===== config.mk =====
export PLATFORM = sky130hd
export DESIGN_NAME = encoder_8b10b_tx_sequencer_flat
export DESIGN_NICKNAME = d
export VERILOG_FILES = /design/src/rtl/encoder_8b10b_pkg.sv /design/src/rtl/encoder_8b10b_tx_sequencer_if.sv /design/src/rtl/encoder_8b10b_compliance_gen.sv /design/src/rtl/encoder_8b10b_tx_sequencer.sv /design/src/flat_wrapper.sv
export SDC_FILE = /design/constraint.sdc
export NUM_CORES = 1
export LEC_CHECK = 0
export BUFFER_PORTS_ARGS = -buffer_cell sky130_fd_sc_hd__buf_2
export CORE_MARGIN = 2
export CORE_UTILIZATION = 50
export DETAILED_ROUTE_END_ITERATION = 7
export PLACE_DENSITY = 0.75
export SLEW_MARGIN = 20
export SYNTH_ARGS = -nofsm -noshare
export SYNTH_HDL_FRONTEND = slang
export SYNTH_SLANG_ARGS = --single-unit

===== constraint.sdc =====
create_clock -name c_clk -period 3.9 [get_ports c_clk]
set_input_delay 0.78 -clock c_clk [delete_from_list [all_inputs] [get_ports c_clk]]
set_output_delay 0.78 -clock c_clk [all_outputs]
set_load 0.005 [all_outputs]

===== src/rtl/encoder_8b10b_pkg.sv =====
// ---------------------------------------------------------------------------
// encoder_8b10b_pkg
//
// Shared definitions for the 8B/10B transmit sequencer slice:
//   - 8B/10B symbol byte values used by the sequencer (K28.5, K28.0,
//     D21.5, D10.2, D0.0)
//   - the sequencer state enum; its encoding is visible on o_state
//   - a helper that maps a compliance-pattern index to its symbol
// ---------------------------------------------------------------------------
package encoder_8b10b_pkg;

    // Symbol byte values; K symbols are sent with datak=1, D symbols with 0.
    localparam logic [7:0] K28_5 = 8'hBC;
    localparam logic [7:0] K28_0 = 8'h1C;
    localparam logic [7:0] D21_5 = 8'hB5;
    localparam logic [7:0] D10_2 = 8'h4A;
    localparam logic [7:0] D0_0  = 8'h00;

    // The encoding doubles as the debug value on o_state.
    typedef enum logic [2:0] {
        ST_IDLE       = 3'd0,
        ST_ALIGN      = 3'd1,
        ST_DATA       = 3'd2,
        ST_SKIP       = 3'd3,
        ST_COMPLIANCE = 3'd4
    } seq_state_t;

    // Compliance pattern {K28.5, D21.5, K28.5, D10.2}.
    // Returns {k_flag, symbol_byte} for pattern position idx.
    function automatic logic [8:0] compliance_symbol(input logic [1:0] idx);
        logic [8:0] sym;
        sym = {1'b1, K28_5};
        case (idx)
            2'd0: sym = {1'b1, K28_5};
            2'd1: sym = {1'b0, D21_5};
            2'd2: sym = {1'b1, K28_5};
            2'd3: sym = {1'b0, D10_2};
            default: sym = {1'b1, K28_5};
        endcase
        return sym;
    endfunction

endpackage


===== src/rtl/encoder_8b10b_tx_sequencer_if.sv =====
// ---------------------------------------------------------------------------
// encoder_8b10b_tx_sequencer_if
//
// User-side valid/ready word interface of the transmit sequencer.
//   i_tx_data   user word, byte n in bits [n*8 +: 8]
//   i_tx_datak  per-byte K flag for the user word
//   i_tx_valid  user word valid
//   o_tx_ready  sequencer can accept a word this cycle
// Modports:
//   master  the user logic producing words
//   slave   the sequencer consuming words
// ---------------------------------------------------------------------------
interface encoder_8b10b_tx_sequencer_if #(
    parameter int DATA_BYTES = 2
) ();

    logic [DATA_BYTES*8-1:0] i_tx_data;
    logic [DATA_BYTES-1:0]   i_tx_datak;
    logic                    i_tx_valid;
    logic                    o_tx_ready;

    modport master (
        output i_tx_data,
        output i_tx_datak,
        output i_tx_valid,
        input  o_tx_ready
    );

    modport slave (
        input  i_tx_data,
        input  i_tx_datak,
        input  i_tx_valid,
        output o_tx_ready
    );

endinterface


===== src/rtl/encoder_8b10b_compliance_gen.sv =====
// ---------------------------------------------------------------------------
// encoder_8b10b_compliance_gen
//
// Compliance pattern generator. Byte n of the word carries pattern symbol
// P[(phase + n) mod 4]; phase advances by DATA_BYTES mod 4 per word so the
// pattern streams continuously across words of any width.
//
// Ports:
//   c_clk     clock
//   i_rst_n   asynchronous active-low reset
//   i_start   first compliance word: present phase 0 regardless of counter
//   i_run     a compliance word is consumed this cycle; advance phase
//   o_word    pattern word (combinational from phase)
//   o_datak   per-byte K flags of o_word
// ---------------------------------------------------------------------------
module encoder_8b10b_compliance_gen
    import encoder_8b10b_pkg::*;
#(
    parameter int DATA_BYTES = 2
) (
    input  logic                    c_clk,
    input  logic                    i_rst_n,
    input  logic                    i_start,
    input  logic                    i_run,
    output logic [DATA_BYTES*8-1:0] o_word,
    output logic [DATA_BYTES-1:0]   o_datak
);

    localparam logic [1:0] PHASE_STEP = 2'(DATA_BYTES % 4);

    logic [1:0] phase;
    logic [1:0] eff_phase;

    // A new compliance run always begins at pattern position 0, even if
    // the counter has not yet been cleared.
    assign eff_phase = i_start ? 2'd0 : phase;

    // Per-byte pattern mux; the 2-bit add wraps modulo 4 naturally.
    always_comb begin
        logic [1:0] idx;
        logic [8:0] sym;
        idx     = '0;
        sym     = '0;
        o_word  = '0;
        o_datak = '0;
        for (int n = 0; n < DATA_BYTES; n++) begin
            idx                = eff_phase + n[1:0];
            sym                = compliance_symbol(idx);
            o_word[n*8 +: 8]   = sym[7:0];
            o_datak[n]         = sym[8];
        end
    end

    // Phase counter; parks at 0 whenever the pattern is not being sent.
    always_ff @(posedge c_clk or negedge i_rst_n) begin
        if (!i_rst_n) begin
            phase <= 2'd0;
        end else if (i_run) begin
            phase <= eff_phase + PHASE_STEP;
        end else begin
            phase <= 2'd0;
        end
    end

endmodule


===== src/rtl/encoder_8b10b_tx_sequencer.sv =====
// ---------------------------------------------------------------------------
// encoder_8b10b_tx_sequencer
//
// Drives the inputs of one 8B/10B encoder instance: brings the link up with
// a comma burst, passes user words under valid/ready, fills gaps with idle
// words, inserts periodic skip words and produces the compliance pattern.
//
// Ports:
//   c_clk             clock
//   i_rst_n           asynchronous active-low reset
//   i_link_en         1 = link active, 0 = forced to IDLE
//   i_compliance_req  1 = send compliance pattern
//   tx_if             user word interface (slave side)
//   o_enc_data        to encoder i_data (registered)
//   o_enc_datak       to encoder i_datak (registered)
//   o_enc_enable      to encoder i_enable (registered)
//   o_enc_compliance  to encoder i_compliance (registered)
//   o_state           current state, debug
//   o_aligned         1 while in DATA or SKIP
// ---------------------------------------------------------------------------
module encoder_8b10b_tx_sequencer
    import encoder_8b10b_pkg::*;
#(
    parameter int DATA_BYTES    = 2,
    parameter int ALIGN_WORDS   = 16,
    parameter int SKIP_INTERVAL = 1024,
    parameter int SKIP_WORDS    = 2
) (
    input  logic                         c_clk,
    input  logic                         i_rst_n,
    input  logic                         i_link_en,
    input  logic                         i_compliance_req,
    encoder_8b10b_tx_sequencer_if.slave  tx_if,
    output logic [DATA_BYTES*8-1:0]      o_enc_data,
    output logic [DATA_BYTES-1:0]        o_enc_datak,
    output logic                         o_enc_enable,
    output logic                         o_enc_compliance,
    output logic [2:0]                   o_state,
    output logic                         o_aligned
);

    localparam int DW      = DATA_BYTES * 8;
    localparam int ALIGN_W = (ALIGN_WORDS > 1) ? $clog2(ALIGN_WORDS) : 1;
    localparam int SKIP_W  = $clog2(SKIP_INTERVAL);
    localparam int SKIPW_W = (SKIP_WORDS > 1) ? $clog2(SKIP_WORDS) : 1;

    localparam logic [ALIGN_W-1:0] ALIGN_LAST = ALIGN_W'(ALIGN_WORDS - 1);
    localparam logic [SKIP_W-1:0]  SKIP_LAST  = SKIP_W'(SKIP_INTERVAL - 1);
    localparam logic [SKIPW_W-1:0] SKIPW_LAST = SKIPW_W'(SKIP_WORDS - 1);

    // Idle word: K28.5 in byte 0, D0.0 (zero) in the rest, so a
    // zero-extended K28.5 is exactly the idle word.
    localparam logic [DW-1:0]         IDLE_WORD  = DW'(K28_5);
    localparam logic [DATA_BYTES-1:0] IDLE_DATAK = DATA_BYTES'(1);
    localparam logic [DW-1:0]         ALIGN_WORD = {DATA_BYTES{K28_5}};
    localparam logic [DW-1:0]         SKIP_WORD  = {DATA_BYTES{K28_0}};
    localparam logic [DATA_BYTES-1:0] ALL_K      = '1;

    seq_state_t              state, state_nxt;
    logic [ALIGN_W-1:0]      align_cnt, align_nxt;
    logic [SKIP_W-1:0]       skip_cnt, skip_nxt;
    logic [SKIPW_W-1:0]      skipw_cnt, skipw_nxt;

    logic [DW-1:0]           data_nxt;
    logic [DATA_BYTES-1:0]   datak_nxt;
    logic                    enable_nxt;
    logic                    compl_nxt;

    logic                    gen_start;
    logic                    gen_run;
    logic [DW-1:0]           gen_word;
    logic [DATA_BYTES-1:0]   gen_datak;

    logic                    tx_ready;
    logic                    handshake;

    encoder_8b10b_compliance_gen #(
        .DATA_BYTES (DATA_BYTES)
    ) u_compliance_gen (
        .c_clk   (c_clk),
        .i_rst_n (i_rst_n),
        .i_start (gen_start),
        .i_run   (gen_run),
        .o_word  (gen_word),
        .o_datak (gen_datak)
    );

    // Ready depends on registered state only. The cycle just before a skip
    // insertion is blocked so that an idle word can precede the skip burst.
    // A word offered while link_en drops or compliance is requested in the
    // same cycle is acknowledged but not transmitted.
    assign tx_ready         = (state == ST_DATA) && (skip_cnt != SKIP_LAST);
    assign handshake        = tx_ready && tx_if.i_tx_valid;
    assign tx_if.o_tx_ready = tx_ready;

    assign o_state   = state;
    assign o_aligned = (state == ST_DATA) || (state == ST_SKIP);

    // Next-state and next-output-word logic. The word chosen here is loaded
    // into the output registers at the same edge as the state change, so
    // aborting to IDLE zeroes the encoder inputs immediately.
    always_comb begin
        state_nxt  = state;
        align_nxt  = align_cnt;
        skip_nxt   = skip_cnt;
        skipw_nxt  = skipw_cnt;
        data_nxt   = '0;
        datak_nxt  = '0;
        enable_nxt = 1'b0;
        compl_nxt  = 1'b0;
        gen_start  = 1'b0;
        gen_run    = 1'b0;

        if (!i_link_en) begin
            state_nxt = ST_IDLE;
            align_nxt = '0;
            skip_nxt  = '0;
            skipw_nxt = '0;
        end else if (i_compliance_req) begin
            // Only the first word of a run flags compliance to the encoder,
            // forcing that word to start at negative disparity.
            state_nxt  = ST_COMPLIANCE;
            gen_start  = (state != ST_COMPLIANCE);
            gen_run    = 1'b1;
            data_nxt   = gen_word;
            datak_nxt  = gen_datak;
            enable_nxt = 1'b1;
            compl_nxt  = gen_start;
            align_nxt  = '0;
            skip_nxt   = '0;
            skipw_nxt  = '0;
        end else begin
            case (state)
                ST_IDLE: begin
                    state_nxt = ST_ALIGN;
                    align_nxt = '0;
                end
                ST_ALIGN: begin
                    data_nxt   = ALIGN_WORD;
                    datak_nxt  = ALL_K;
                    enable_nxt = 1'b1;
                    if (align_cnt == ALIGN_LAST) begin
                        state_nxt = ST_DATA;
                        align_nxt = '0;
                        skip_nxt  = '0;
                    end else begin
                        align_nxt = align_cnt + 1'b1;
                    end
                end
                ST_DATA: begin
                    enable_nxt = 1'b1;
                    if (skip_cnt == SKIP_LAST) begin
                        data_nxt  = IDLE_WORD;
                        datak_nxt = IDLE_DATAK;
                        state_nxt = ST_SKIP;
                        skip_nxt  = '0;
                        skipw_nxt = '0;
                    end else begin
                        skip_nxt = skip_cnt + 1'b1;
                        if (handshake) begin
                            data_nxt  = tx_if.i_tx_data;
                            datak_nxt = tx_if.i_tx_datak;
                        end else begin
                            data_nxt  = IDLE_WORD;
                            datak_nxt = IDLE_DATAK;
                        end
                    end
                end
                ST_SKIP: begin
                    data_nxt   = SKIP_WORD;
                    datak_nxt  = ALL_K;
                    enable_nxt = 1'b1;
                    if (skipw_cnt == SKIPW_LAST) begin
                        state_nxt = ST_DATA;
                        skipw_nxt = '0;
                    end else begin
                        skipw_nxt = skipw_cnt + 1'b1;
                    end
                end
                ST_COMPLIANCE: begin
                    // Request withdrawn: keep the link busy with an idle
                    // word while heading back to re-alignment.
                    data_nxt   = IDLE_WORD;
                    datak_nxt  = IDLE_DATAK;
                    enable_nxt = 1'b1;
                    state_nxt  = ST_ALIGN;
                    align_nxt  = '0;
                end
                default: begin
                    state_nxt = ST_IDLE;
                end
            endcase
        end
    end

    // State, counters and registered encoder inputs.
    always_ff @(posedge c_clk or negedge i_rst_n) begin
        if (!i_rst_n) begin
            state            <= ST_IDLE;
            align_cnt        <= '0;
            skip_cnt         <= '0;
            skipw_cnt        <= '0;
            o_enc_data       <= '0;
            o_enc_datak      <= '0;
            o_enc_enable     <= 1'b0;
            o_enc_compliance <= 1'b0;
        end else begin
            state            <= state_nxt;
            align_cnt        <= align_nxt;
            skip_cnt         <= skip_nxt;
            skipw_cnt        <= skipw_nxt;
            o_enc_data       <= data_nxt;
            o_enc_datak      <= datak_nxt;
            o_enc_enable     <= enable_nxt;
            o_enc_compliance <= compl_nxt;
        end
    end

endmodule


===== src/flat_wrapper.sv =====
// flat-port wrapper written by rule: the top's interface ports become plain ports
module encoder_8b10b_tx_sequencer_flat import encoder_8b10b_pkg::*;
#(
    parameter int DATA_BYTES    = 2,
    parameter int ALIGN_WORDS   = 16,
    parameter int SKIP_INTERVAL = 1024,
    parameter int SKIP_WORDS    = 2
)
  (c_clk, i_rst_n, i_link_en, i_compliance_req, o_enc_data, o_enc_datak, o_enc_enable, o_enc_compliance, o_state, o_aligned, tx_if_i_tx_data, tx_if_i_tx_datak, tx_if_i_tx_valid, tx_if_o_tx_ready);
  encoder_8b10b_tx_sequencer_if #(.DATA_BYTES(DATA_BYTES)) tx_if_i ();
  input  logic c_clk;
  input  logic i_rst_n;
  input  logic i_link_en;
  input  logic i_compliance_req;
  output logic [DATA_BYTES*8-1:0] o_enc_data;
  output logic [DATA_BYTES-1:0] o_enc_datak;
  output logic o_enc_enable;
  output logic o_enc_compliance;
  output logic [2:0] o_state;
  output logic o_aligned;
  input wire logic [$bits(tx_if_i.i_tx_data)-1:0] tx_if_i_tx_data;
  input wire logic [$bits(tx_if_i.i_tx_datak)-1:0] tx_if_i_tx_datak;
  input wire logic [$bits(tx_if_i.i_tx_valid)-1:0] tx_if_i_tx_valid;
  output wire logic [$bits(tx_if_i.o_tx_ready)-1:0] tx_if_o_tx_ready;
  assign tx_if_i.i_tx_data = tx_if_i_tx_data;
  assign tx_if_i.i_tx_datak = tx_if_i_tx_datak;
  assign tx_if_i.i_tx_valid = tx_if_i_tx_valid;
  assign tx_if_o_tx_ready = tx_if_i.o_tx_ready;
  encoder_8b10b_tx_sequencer #(.DATA_BYTES(DATA_BYTES), .ALIGN_WORDS(ALIGN_WORDS), .SKIP_INTERVAL(SKIP_INTERVAL), .SKIP_WORDS(SKIP_WORDS)) u_core (.c_clk(c_clk), .i_rst_n(i_rst_n), .i_link_en(i_link_en), .i_compliance_req(i_compliance_req), .tx_if(tx_if_i), .o_enc_data(o_enc_data), .o_enc_datak(o_enc_datak), .o_enc_enable(o_enc_enable), .o_enc_compliance(o_enc_compliance), .o_state(o_state), .o_aligned(o_aligned));
endmodule

Yosys cells after proc, flatten, opt, wreduce, memory -nomap -nowiden
Index checks and enable logic that the tools add are counted.
- reduce and logical (&&, ||, !) cells: 14
- $add $sub $neg: 5
- equality and inequality tests: 20
- mux-type cells: 41
- operator list (operator ; number):
    $mux 16 ; 4
    $pmux 16 s4 ; 1
    $pmux 9 s3 ; 2
    $mux 10 ; 4
    $pmux 10 s2 ; 1
    $mux 3 ; 5
    $mux 2 ; 6
    $mux 4 ; 3
    $pmux 3 s4 ; 1
    $mux 1 ; 11
    $add 10x1->10 const B ; 1
    $eq 10x10->1 const B ; 1
    $ne 10x10->1 const B ; 1
    $eq 2x2->1 const B ; 4
    $ne 4x1->1 const B ; 2
    $ne 4x3->1 const B ; 2
    $pmux 4 s2 ; 1
    $reduce_or 2->1 ; 4
    $eq 3x2->1 const B ; 2
    $pmux 2 s3 ; 1
    $add 4x1->4 const B ; 1
    $eq 2x1->1 const B ; 2
    $eq 4x4->1 const B ; 1
    $logic_not 2->1 ; 2
    15 further kinds ; 17
- output and inout bits: 25
- bits of input ports: 23
- register bits: 40
- logic and storage cells: 89

Logic depth before layout (Yosys ltp)
Gate-level depths: netlist of the first run.
- depth in word-level cells: 10
- gate-level depth with buffers: 7
- gate-level depth less buffers: 6

Hierarchy
From an unflattened synthesis of the first run, not the netlist that was laid out.
- cells, all modules: 219
- area total of the unflattened synthesis: 2133.3 sq um
- by module, submodules not included (module ; cells each ; seq. area each (sq um) ; area each (sq um) ; times used):
    encoder_8b10b_tx_sequencer ; 195 ; 950.9 ; 1943.1 ; 1
    encoder_8b10b_compliance_gen ; 24 ; 50.0 ; 190.2 ; 1

Worst setup path before layout of the first run
OpenSTA, ideal clock, no wires.
- path kind: flip-flop to output port
- start point: register u_core.skip_cnt[0]
- end point: output tx_if_o_tx_ready
- cell stages (with the launch flop): 7
- arrival: 1.347 ns
- path slack: 1.773 ns
- cell sequence: dfrtp_1 ha_1 nand3_1 buf_2 or3_1 nand2_1 inv_1
- longest elaborated chain between the ends: 2
- RTL lines (item ; line ; text):
    from (decl) ; encoder_8b10b_tx_sequencer.sv:61 ; logic [SKIP_W-1:0] skip_cnt, skip_nxt;
    from (signal assigned) ; encoder_8b10b_tx_sequencer.sv:210 ; skip_cnt <= skip_nxt;
    $ne 10x10->1 ; encoder_8b10b_tx_sequencer.sv:92 ; assign tx_ready = (state == ST_DATA) && (skip_cnt != SKIP_LAST);
    $logic_and 1x1->1 ; encoder_8b10b_tx_sequencer.sv:92 ;
    to (decl) ; flat_wrapper.sv:24 ; output wire logic [$bits(tx_if_i.o_tx_ready)-1:0] tx_if_o_tx_ready;
No other way between the ends.

Worst setup path in the final report of the first run
Ends and elaborated chain as after synthesis.

==> flow_summary_export.csv, run 1 <==
group,metric,value,unit
clock_network,cts_root_buffer,"clkbuf_8",
critical_path,worstSetupStartpointType,"flop",
job,drv_cap,0,
timing,slew_headroom,0.4193,
timing,finalHoldViolCount,0,
pwr,p_per_area,322.3,nW/um^2
drt,postRouteAntennaNets,0,
floorplan,die_h,68.22,microns
synthesis,syn_nets,242,
synthesis,yosys.area.top_type,"dfrtp_1",
clock_network,clk_latency,290,ps
critical_path,crit_chain,"ha_1 > nand3_1 > or3_1 > nand2_1 > inv_1 > buf_2",
critical_path,reg2regPathDepth,5,
critical_path,critPathKind,"flop to output port",
synthesis,synth_area_leaders,"dfrtp_1, a21oi_1, nand2_1",
global_routing,grt_overflow,0,
global_routing,grt_pass1_vias,1543,
synthesis,synth-seq-area-share,0.4854,
timing,max_freq,350.5,MHz
global_routing,grt_max_degree,41,
critical_path,path_depth,6,
floorplan,ioPinCount,48,
timing,setup_tns,0,ps
layout,area_delta_synth_final,15.41,%
layout,num_antenna_cells,0,
synthesis,yosysUniqueCellTypes,45,
layout,drive_above_1_share,0.2462,
synthesis,synth_async_sr_flop_share,1.000,
critical_path,slowest_stage,"or3_1",
critical_path,r2r_start,"u_core.skip_cnt[0]$_DFFE_PN0P_",
critical_path,end_kind,"output port",
hold_path,min_from,"u_core.skip_cnt[9]$_DFFE_PN0P_",
pwr,cellLeakagePower,1.089,nW
pwr,power,766.9,uW
layout,fin_area,2380,sq um
timing,setup_viol,0,
critical_path,path_max_fanout,11,
drt,vias,1746,
synthesis,synth_top_cell_area_share,0.4854,
synthesis,syn_area_per_cell,9.502,sq um
synthesis,ys_warn_count,0,
synthesis,synthCells,217,
drt,first_pass_iters,4,
critical_path,cp.required,3120,ps
timing,rsz0062_at_grt,"false",
drt,drcViolationCount,0,
drt,via_per_inst,5.632,
drt,avgRoutedWirePerCell,14.07,microns
clock_network,cts_buffers,5,
clock_network,htreeDepth,2,
layout,n_fill_cell,363,
synthesis,synth.most_common_cell,"dfrtp_1",
placement,pre_cts_ws,1386,ps
clock_network,path_clk_slew,70,ps
floorplan,die_area,4654,sq um
timing,slew_viol_final,0,
clock_network,cts_sinks,40,
global_routing,gr-usage-met2,0.3204,
clock_network,post_cts_resized,0,
global_routing,antenna_found_initial,0,
placement,dpl.hpwl,3128,microns
hold_path,hp-class,"flop to flop",
synthesis,synth_edf_count,0,
placement,gp_congestion,0.8709,
synthesis,synth_area,2062,sq um
critical_path,regToRegSetupSlack,1830,ps
clock_network,cts_max_path_buffers,2,
pwr,vdd_drop_max,0.1516,mV
global_routing,globalRouteTotalUtil,0.2049,
layout,fin_nets,285,
timing,fin_ws,1047,ps
critical_path,slowest_delay,470,ps
critical_path,regToRegEndpoint,"u_core.o_enc_data[0]$_DFF_PN0_",
global_routing,use_met3,0.05757,
placement,port_buffers,47,
synthesis,yosys-top-cells-count,"dfrtp_1, a21oi_1, nand2_1",
synthesis,synth_seq_cells,40,
timing,worst_pin_slew,871.0,ps
critical_path,cp-endpoint,"tx_if_o_tx_ready",
global_routing,grt_pass1_wl,7017,microns
synthesis,synth_flop_cell,"dfrtp_1",
floorplan,die_x,68.22,microns
critical_path,path_buf_inv,2,
floorplan,core,3971,sq um
timing,period_share,0.7315,
critical_path,arrival,2070,ps
clock_network,cts_tree,"yes",
placement,placed_area,2302,sq um
clock_network,cts_setup_buffers,0,
run_status,status,"finished clean",
global_routing,busiest_layer,"met2",
floorplan,start_util,0.5192,
timing,period_minus_slack,2853,ps
timing,skew,4.846,ps
global_routing,use_met1,0.2672,
drt,drt_iter0_markers,131,
clock_network,cts_hold_buffers,0,
critical_path,critPathTopFamily,"simple AND/OR/NAND/NOR gates",
floorplan,rows,23,
critical_path,startpoint,"u_core.skip_cnt[0]$_DFFE_PN0P_",
drt,wl,4361,microns
==> cell usage in the layout, fill, tap and decap left out, types with 8 or more instances in the layout <==
master    n
buf_2    47
dfrtp_1  40
a21oi_1  24
nand2_1  21
nor2_1   16
o21ai_0  12
nor3_1    9
nand3_1   8
==> layout make-up <==
| type | count | area, sq um | area share |
|---|---|---|---|
| Timing Repair Buffer | 47 | 235.2 | 0.09884 |
| Sequential cell | 40 | 1001 | 0.4206 |
| Multi-Input combinational cell | 159 | 977.2 | 0.4106 |
| Clock inverter | 1 | 5.005 | 0.002103 |
| Inverter | 7 | 26.28 | 0.01104 |
| Tap cell | 50 | 62.56 | 0.02629 |
| Clock buffer | 6 | 72.57 | 0.03049 |
==> cell families after synthesis <==
family	Yosys count	share of synthesized area
and+or+nand+nor	88	0.2336
AOI/OAI and AO/OA	62	0.1948
DFF	40	0.4854
buffers and inverters	18	0.04066
muxes	4	0.02063
xor gates and xnor gates	3	0.01275
adders and majority gates	2	0.01213
==> how the worst min path moves through the flow <==
stage,end,slack [ps],cells after the start
floorplan,u_core.skip_cnt[9]$_DFFE_PN0P_,450,1
global placement,u_core.skip_cnt[9]$_DFFE_PN0P_,480,1
detailed placement,u_core.skip_cnt[9]$_DFFE_PN0P_,470,1
CTS,u_core.skip_cnt[9]$_DFFE_PN0P_,480,1
global route,u_core.skip_cnt[9]$_DFFE_PN0P_,500,1
finish,u_core.skip_cnt[9]$_DFFE_PN0P_,480,1
==> flip-flops by register name, summed over array words and instances, names as in the netlist <==
register	cells
u_core.align_cnt	4
u_core.o_enc_compliance	1
u_core.o_enc_data	16
u_core.o_enc_datak	2
u_core.o_enc_enable	1
u_core.o_state	3
u_core.skip_cnt	10
u_core.skipw_cnt	1
u_core.u_compliance_gen.phase	2
==> stage by stage <==
| step | util | instances | hold WS [ps] |
|---|---|---|---|
| after floorplan | - | 217 | 449.9 |
| after global placement | 0.5797 | 303 | 479.8 |
| after detailed placement | 0.5797 | 303 | 473.6 |
| after CTS | 0.5992 | 310 | 483.7 |
| after global routing | 0.5992 | 310 | 496.2 |
| final | 0.5992 | 310 | 481.6 |
==> worst register-to-register path: stages (launching register included) <==
cell and delay, ps:
dfrtp_1 440, ha_1 220, nand3_1 310, o311a_1 580, and3_1 240, o21a_1 170
==> where the power goes <==
group          switching (mW)  internal, mW
Combinational          0.0443        0.0307
Sequential            0.00937         0.426
Clock                   0.135         0.122
Total                   0.188         0.579
==> routing by layer <==
metal  vias up  part of all wire
met1       817              0.45
met4         0             0.018
met2        54              0.47
met5         -                 0
li1        868                 -
met3         7             0.067
Power figures use the tool's default switching activity.
==> run 2, diff against run 1 <==
Settings changed: CORE_UTILIZATION 50 to 48.
Clock period 3.9 ns to 2.5 ns, I/O delays scaled along.
==> run 2 against run 1 <==
Against the previous run:
- routed wire length rose by 7.0%
- hold slack got worse by 160 ps
- via count rose by 3.5%
- die area rose by 3.9%
- sequential cell count did not move
- first-iteration DRC count rose by 20%
- largest power group unchanged
==> flow_summary_export.csv, run 2 (synthesized netlist as in run 1, its figures left out) <==
group,metric,value,unit
critical_path,critPathKind,"flop to output port",
clock_network,cts_max_path_buffers,2,
timing,max_freq,434.6,MHz
timing,finalHoldViolCount,0,
timing,period_minus_slack,2301,ps
timing,period_share,0.9204,
layout,top_register,"u_core.o_enc_data",
floorplan,core,4058,sq um
job,drv_cap,0,
drt,postRouteAntennaNets,0,
drt,wl,4667,microns
timing,slew_viol_final,0,
placement,gp_congestion,0.8641,
pwr,p_sw,309.0,uW
pwr,vdd_drop_max,0.2697,mV
floorplan,start_util,0.5082,
layout,area_delta_synth_final,17.23,%
floorplan,die_h,69.54,microns
pwr,clockPowerShare,0.356,
critical_path,regToRegEndpoint,"u_core.skip_cnt[7]$_DFFE_PN0P_",
clock_network,cts_setup_buffers,0,
drt,avgRoutedWirePerCell,14.86,microns
layout,drive_above_1_share,0.2614,
drt,drcViolationCount,0,
global_routing,grt_pass1_vias,1642,
timing,skew,3.360,ps
clock_network,clk_latency,290,ps
global_routing,grt_max_degree,41,
floorplan,ioPinCount,48,
drt,drt_iter0_markers,157,
timing,setup_viol,0,
pwr,seqPwrFrac,0.543,
timing,worst_pin_slew,867.3,ps
layout,largest_register_ffs,16,
clock_network,cts_root_buffer,"clkbuf_8",
pwr,pwr-share-comb,0.100,
critical_path,arrival,1800,ps
global_routing,globalRouteTotalUtil,0.2013,
critical_path,reg2regPathDepth,5,
layout,final_cell_mix,"buf_2, dfrtp_1, a21oi_1",
floorplan,die_area,4836,sq um
timing,slew_headroom,0.4218,
hold_path,hp-class,"primary input to async pin",
critical_path,regToRegSetupSlack,530,ps
global_routing,antenna_found_initial,0,
clock_network,cts_sinks,40,
layout,n_fill_cell,372,
timing,setup_tns,0,ps
floorplan,rows,23,
layout,seqCellArea,1001,sq um
placement,port_buffers,47,
critical_path,path_max_fanout,6,
clock_network,path_clk_slew,80,ps
critical_path,r2r_start,"u_core.o_state[0]$_DFFE_PN0P_",
pwr,cellLeakagePower,1.113,nW
drt,first_pass_iters,4,
layout,num_antenna_cells,0,
critical_path,cp.required,2000,ps
clock_network,post_cts_resized,0,
drt,vias,1807,
placement,dpl.hpwl,3339,microns
critical_path,worstSetupStartpointType,"flop",
layout,largestRegisters,"u_core.o_enc_data x16, u_core.skip_cnt x10, u_core.align_cnt x4",
clock_network,cts_buffers,5,
pwr,p_per_area,514.6,nW/um^2
timing,rsz0062_at_grt,"false",
floorplan,die_x,69.54,microns
clock_network,cts_hold_buffers,0,
global_routing,grt_overflow,0,
layout,fin_nets,288,
pwr,power,1.244,mW
layout,final_common_cell,"buf_2",
drt,via_per_inst,5.755,
run_status,status,"finished clean",
clock_network,htreeDepth,2,
global_routing,grt_pass1_wl,7776,microns
pwr,p_sw_frac,0.2484,
layout,multi_input_area,977.2,sq um
pwr,intPower,935.0,uW
critical_path,end_kind,"output port",
clock_network,cts_tree,"yes",
==> run 2: power by group through the flow <==
stage | clock, mW | sequential (mW) | combinational (mW)
2_1_floorplan | 0 | 0.688 | 0.0640
3_3_place_gp | 0 | 0.688 | 0.125
3_5_place_dp | 0 | 0.689 | 0.125
4_1_cts | 0.460 | 0.676 | 0.126
5_1_grt | 0.479 | 0.678 | 0.139
6_report | 0.443 | 0.676 | 0.125
==> run 2: how the worst max path moves through the flow <==
stage	start	depth (start not counted)	to	slack [ps]
after global placement	i_compliance_req	6	u_core.skip_cnt[8]$_DFFE_PN0P_	500
after floorplan	u_core.skip_cnt[0]$_DFFE_PN0P_	6	tx_if_o_tx_ready	650
after detailed placement	i_compliance_req	6	u_core.skip_cnt[8]$_DFFE_PN0P_	460
after CTS	u_core.o_state[1]$_DFFE_PN0P_	4	tx_if_o_tx_ready	200
after global routing	u_core.o_state[1]$_DFFE_PN0P_	4	tx_if_o_tx_ready	80
final	u_core.skip_cnt[0]$_DFFE_PN0P_	6	tx_if_o_tx_ready	200
==> run 2: stage by stage <==
stage / cells / util / setup slack (ps) / hold slack, ps / cell area (sq um)
after floorplan: 217 / - / 653.3 / 204.4 / 2062
after global placement: 306 / 0.5729 / 498.5 / 475.2 / 2325
after detailed placement: 306 / 0.5729 / 459.0 / 481.3 / 2325
after CTS: 314 / 0.5957 / 197.4 / 345.7 / 2417
after global routing: 314 / 0.5957 / 76.74 / 393.8 / 2417
final: 314 / 0.5957 / 199.0 / 321.0 / 2417
==> run 2: final cells by class <==
type | count | area share
timing repair buffer | 50 | 0.1066
inverter | 7 | 0.01087
tap | 50 | 0.02588
sequential | 40 | 0.4141
clock inverter | 2 | 0.004141
multi-input combinational | 159 | 0.4042
clock buffer | 6 | 0.03416
==> run 2: critical path: stages, from the launching register on <==
cell and delay [ps]:
dfrtp_1 430, ha_1 220, nand3_1 110, or3_1 390
nand2_1 130, inv_1 100, buf_2 130
==> run 2: per-layer routing <==
metal	track usage	part of all wire
met1	0.2630	0.44
met2	0.3226	0.48
met3	0.04942	0.060
met4	0.07843	0.013
met5	0	0
==> run 3, diff against run 2 <==
Settings changed: GPL_TIMING_DRIVEN from default to 0, REMOVE_ABC_BUFFERS from default to 1.
==> run 3 against run 2 <==
Against the previous run:
- sequential cell count unchanged
- register-to-register slack worse by 120 ps
- via count decreased by 1.0%
- fmax decreased by 3.3%
- clock power is 19% higher
- critical path depth unchanged
- setup slack worse by 79 ps
- sequential share of layout area is 0.41 points lower
- first-iteration DRC count down 28%
- clock-buffer cell count down 1
- sequential power about the same
==> flow_summary_export.csv, run 3 (synthesized netlist as in run 1, its figures left out) <==
group,metric,value,unit
drt,postRouteAntennaNets,0,
floorplan,die_h,69.54,microns
layout,fin_area,2445,sq um
timing,period_share,0.9521,
drt,wl,4681,microns
floorplan,start_util,0.5082,
global_routing,grt_pass1_vias,1780,
timing,period_minus_slack,2380,ps
placement,placed_area,2302,sq um
placement,pre_cts_ws,253.3,ps
drt,first_pass_iters,4,
pwr,cellLeakagePower,1.108,nW
drt,drt_iter0_markers,113,
drt,via_per_inst,5.716,
drt,drcViolationCount,0,
job,drv_cap,0,
critical_path,end_kind,"output port",
critical_path,path_max_fanout,11,
global_routing,grt_pass1_wl,8024,microns
drt,avgRoutedWirePerCell,14.96,microns
pwr,power,1.326,mW
floorplan,die_area,4836,sq um
global_routing,antenna_found_initial,0,
critical_path,critPathKind,"flop to output port",
clock_network,htreeDepth,2,
layout,largestRegisters,"u_core.o_enc_data x16, u_core.skip_cnt x10, u_core.align_cnt x4",
run_status,status,"finished clean",
clock_network,cts_sinks,40,
layout,top_register,"u_core.o_enc_data",
layout,num_antenna_cells,0,
timing,slew_headroom,0.4051,
clock_network,cts_root_buffer,"clkbuf_8",
floorplan,die_x,69.54,microns
layout,drive_above_1_share,0.2700,
timing,setup_viol,0,
global_routing,globalRouteTotalUtil,0.2058,
floorplan,ioPinCount,48,
critical_path,cp.required,2000,ps
clock_network,path_clk_slew,80,ps
placement,gp_congestion,0.7995,
timing,worst_pin_slew,892.4,ps
pwr,vdd_drop_max,0.2263,mV
timing,finalHoldViolCount,0,
clock_network,cts_buffers,5,
clock_network,cts_max_path_buffers,2,
timing,skew,8.229,ps
placement,port_buffers,47,
drt,vias,1789,
timing,fin_ws,119.8,ps
clock_network,cts_tree,"yes",
layout,largest_register_ffs,16,
layout,area_delta_synth_final,18.57,%
layout,final_cell_mix,"buf_2, dfrtp_1, a21oi_1",
pwr,p_per_area,542.5,nW/um^2
placement,dpl.hpwl,3201,microns
hold_path,hp-class,"primary input to async pin",
layout,n_fill_cell,379,
layout,fin_nets,287,
critical_path,worstSetupStartpointType,"flop",
floorplan,rows,23,
timing,slew_viol_final,0,
global_routing,grt_max_degree,41,
critical_path,arrival,1880,ps
global_routing,grt_overflow,0,
floorplan,core,4058,sq um
layout,final_common_cell,"buf_2",
clock_network,clk_latency,300,ps
timing,max_freq,420.1,MHz
==> run 3: cell count changes in the layout (fill, tap and decap cells not counted), sizes merged <==
cell	delta
buf	-1
bufinv	+1
clkbuf	-1
clkinv	-1
clkinvlp	+1
==> run 3: worst max-delay path, stage by stage, from the launching register on <==
cell and delay (ps):
dfrtp_2 430, ha_2 240, nand3_4 140, or3_1 420, nand2_1 120, inv_1 100
buf_2 140
==> run 3: worst paths after layout <==
| path | cells after the start | slack, ps | to | start |
|---|---|---|---|---|
| max reg2reg | 4 | 410 | u_core.skip_cnt[3]$_DFFE_PN0P_ | u_core.o_state[2]$_DFFE_PN0P_ |
| max | 6 | 120 | tx_if_o_tx_ready | u_core.skip_cnt[0]$_DFFE_PN0P_ |
| min | 1 | 320 | u_core.o_enc_data[12]$_DFF_PN0_ | i_rst_n |
| min in group c_clk | 3 | 430 | u_core.o_enc_data[12]$_DFF_PN0_ | tx_if_i_tx_data[12] |
| max in group asynchronous | 1 | 1570 | u_core.skip_cnt[0]$_DFFE_PN0P_ | i_rst_n |
| min reg2reg | 1 | 490 | u_core.skip_cnt[9]$_DFFE_PN0P_ | u_core.skip_cnt[9]$_DFFE_PN0P_ |
==> run 3: power by group <==
| group | switching, mW | internal [mW] | leakage (nW) |
|---|---|---|---|
| clock | 0.233 | 0.295 | 0.0541 |
| sequential | 0.0146 | 0.665 | 0.539 |
| combinational | 0.0706 | 0.0478 | 0.515 |
| total | 0.318 | 1.01 | 1.11 |
==> run 3: layout make-up <==
class                      instances  area, sq um  share of cell area
tap                               50        62.56             0.02559
clock buffer                       5        68.82             0.02815
multi-input combinational        159        992.2              0.4058
sequential                        40         1002              0.4099
timing repair buffer              49        250.2              0.1024
inverter                           7        26.28             0.01075
clock inverter                     3        42.54             0.01740
==> run 3: repair_timing <==
| item | 4_1_cts | 5_1_grt |
|---|---|---|
| setup endpoints to repair | 1 | 1 |
| resized for setup | 1 | 3 |
| pin swaps | 0 | 1 |
| hold buffers | 0 | 0 |
| setup buffers | 0 | 2 |
==> run 3: per-stage QoR <==
step	setup TNS, ps	utilization	std cells	hold slack [ps]
finish	0	0.6025	313	320.9
global route	-13.46	0.6025	313	395.0
CTS	0	0.5961	311	352.2
detailed placement	0	0.5674	303	486.7
global placement	0	0.5674	303	484.5
floorplan	0	-	206	204.4
==> run 3: routing by layer <==
layer	routed length, microns	global-route usage	share of wire	vias to the layer above
met5	0	0	0	-
met4	92	0.09368	0.020	0
met3	321	0.04651	0.069	9
met2	2219	0.3205	0.47	60
met1	2047	0.2734	0.44	844
li1	-	-	-	876
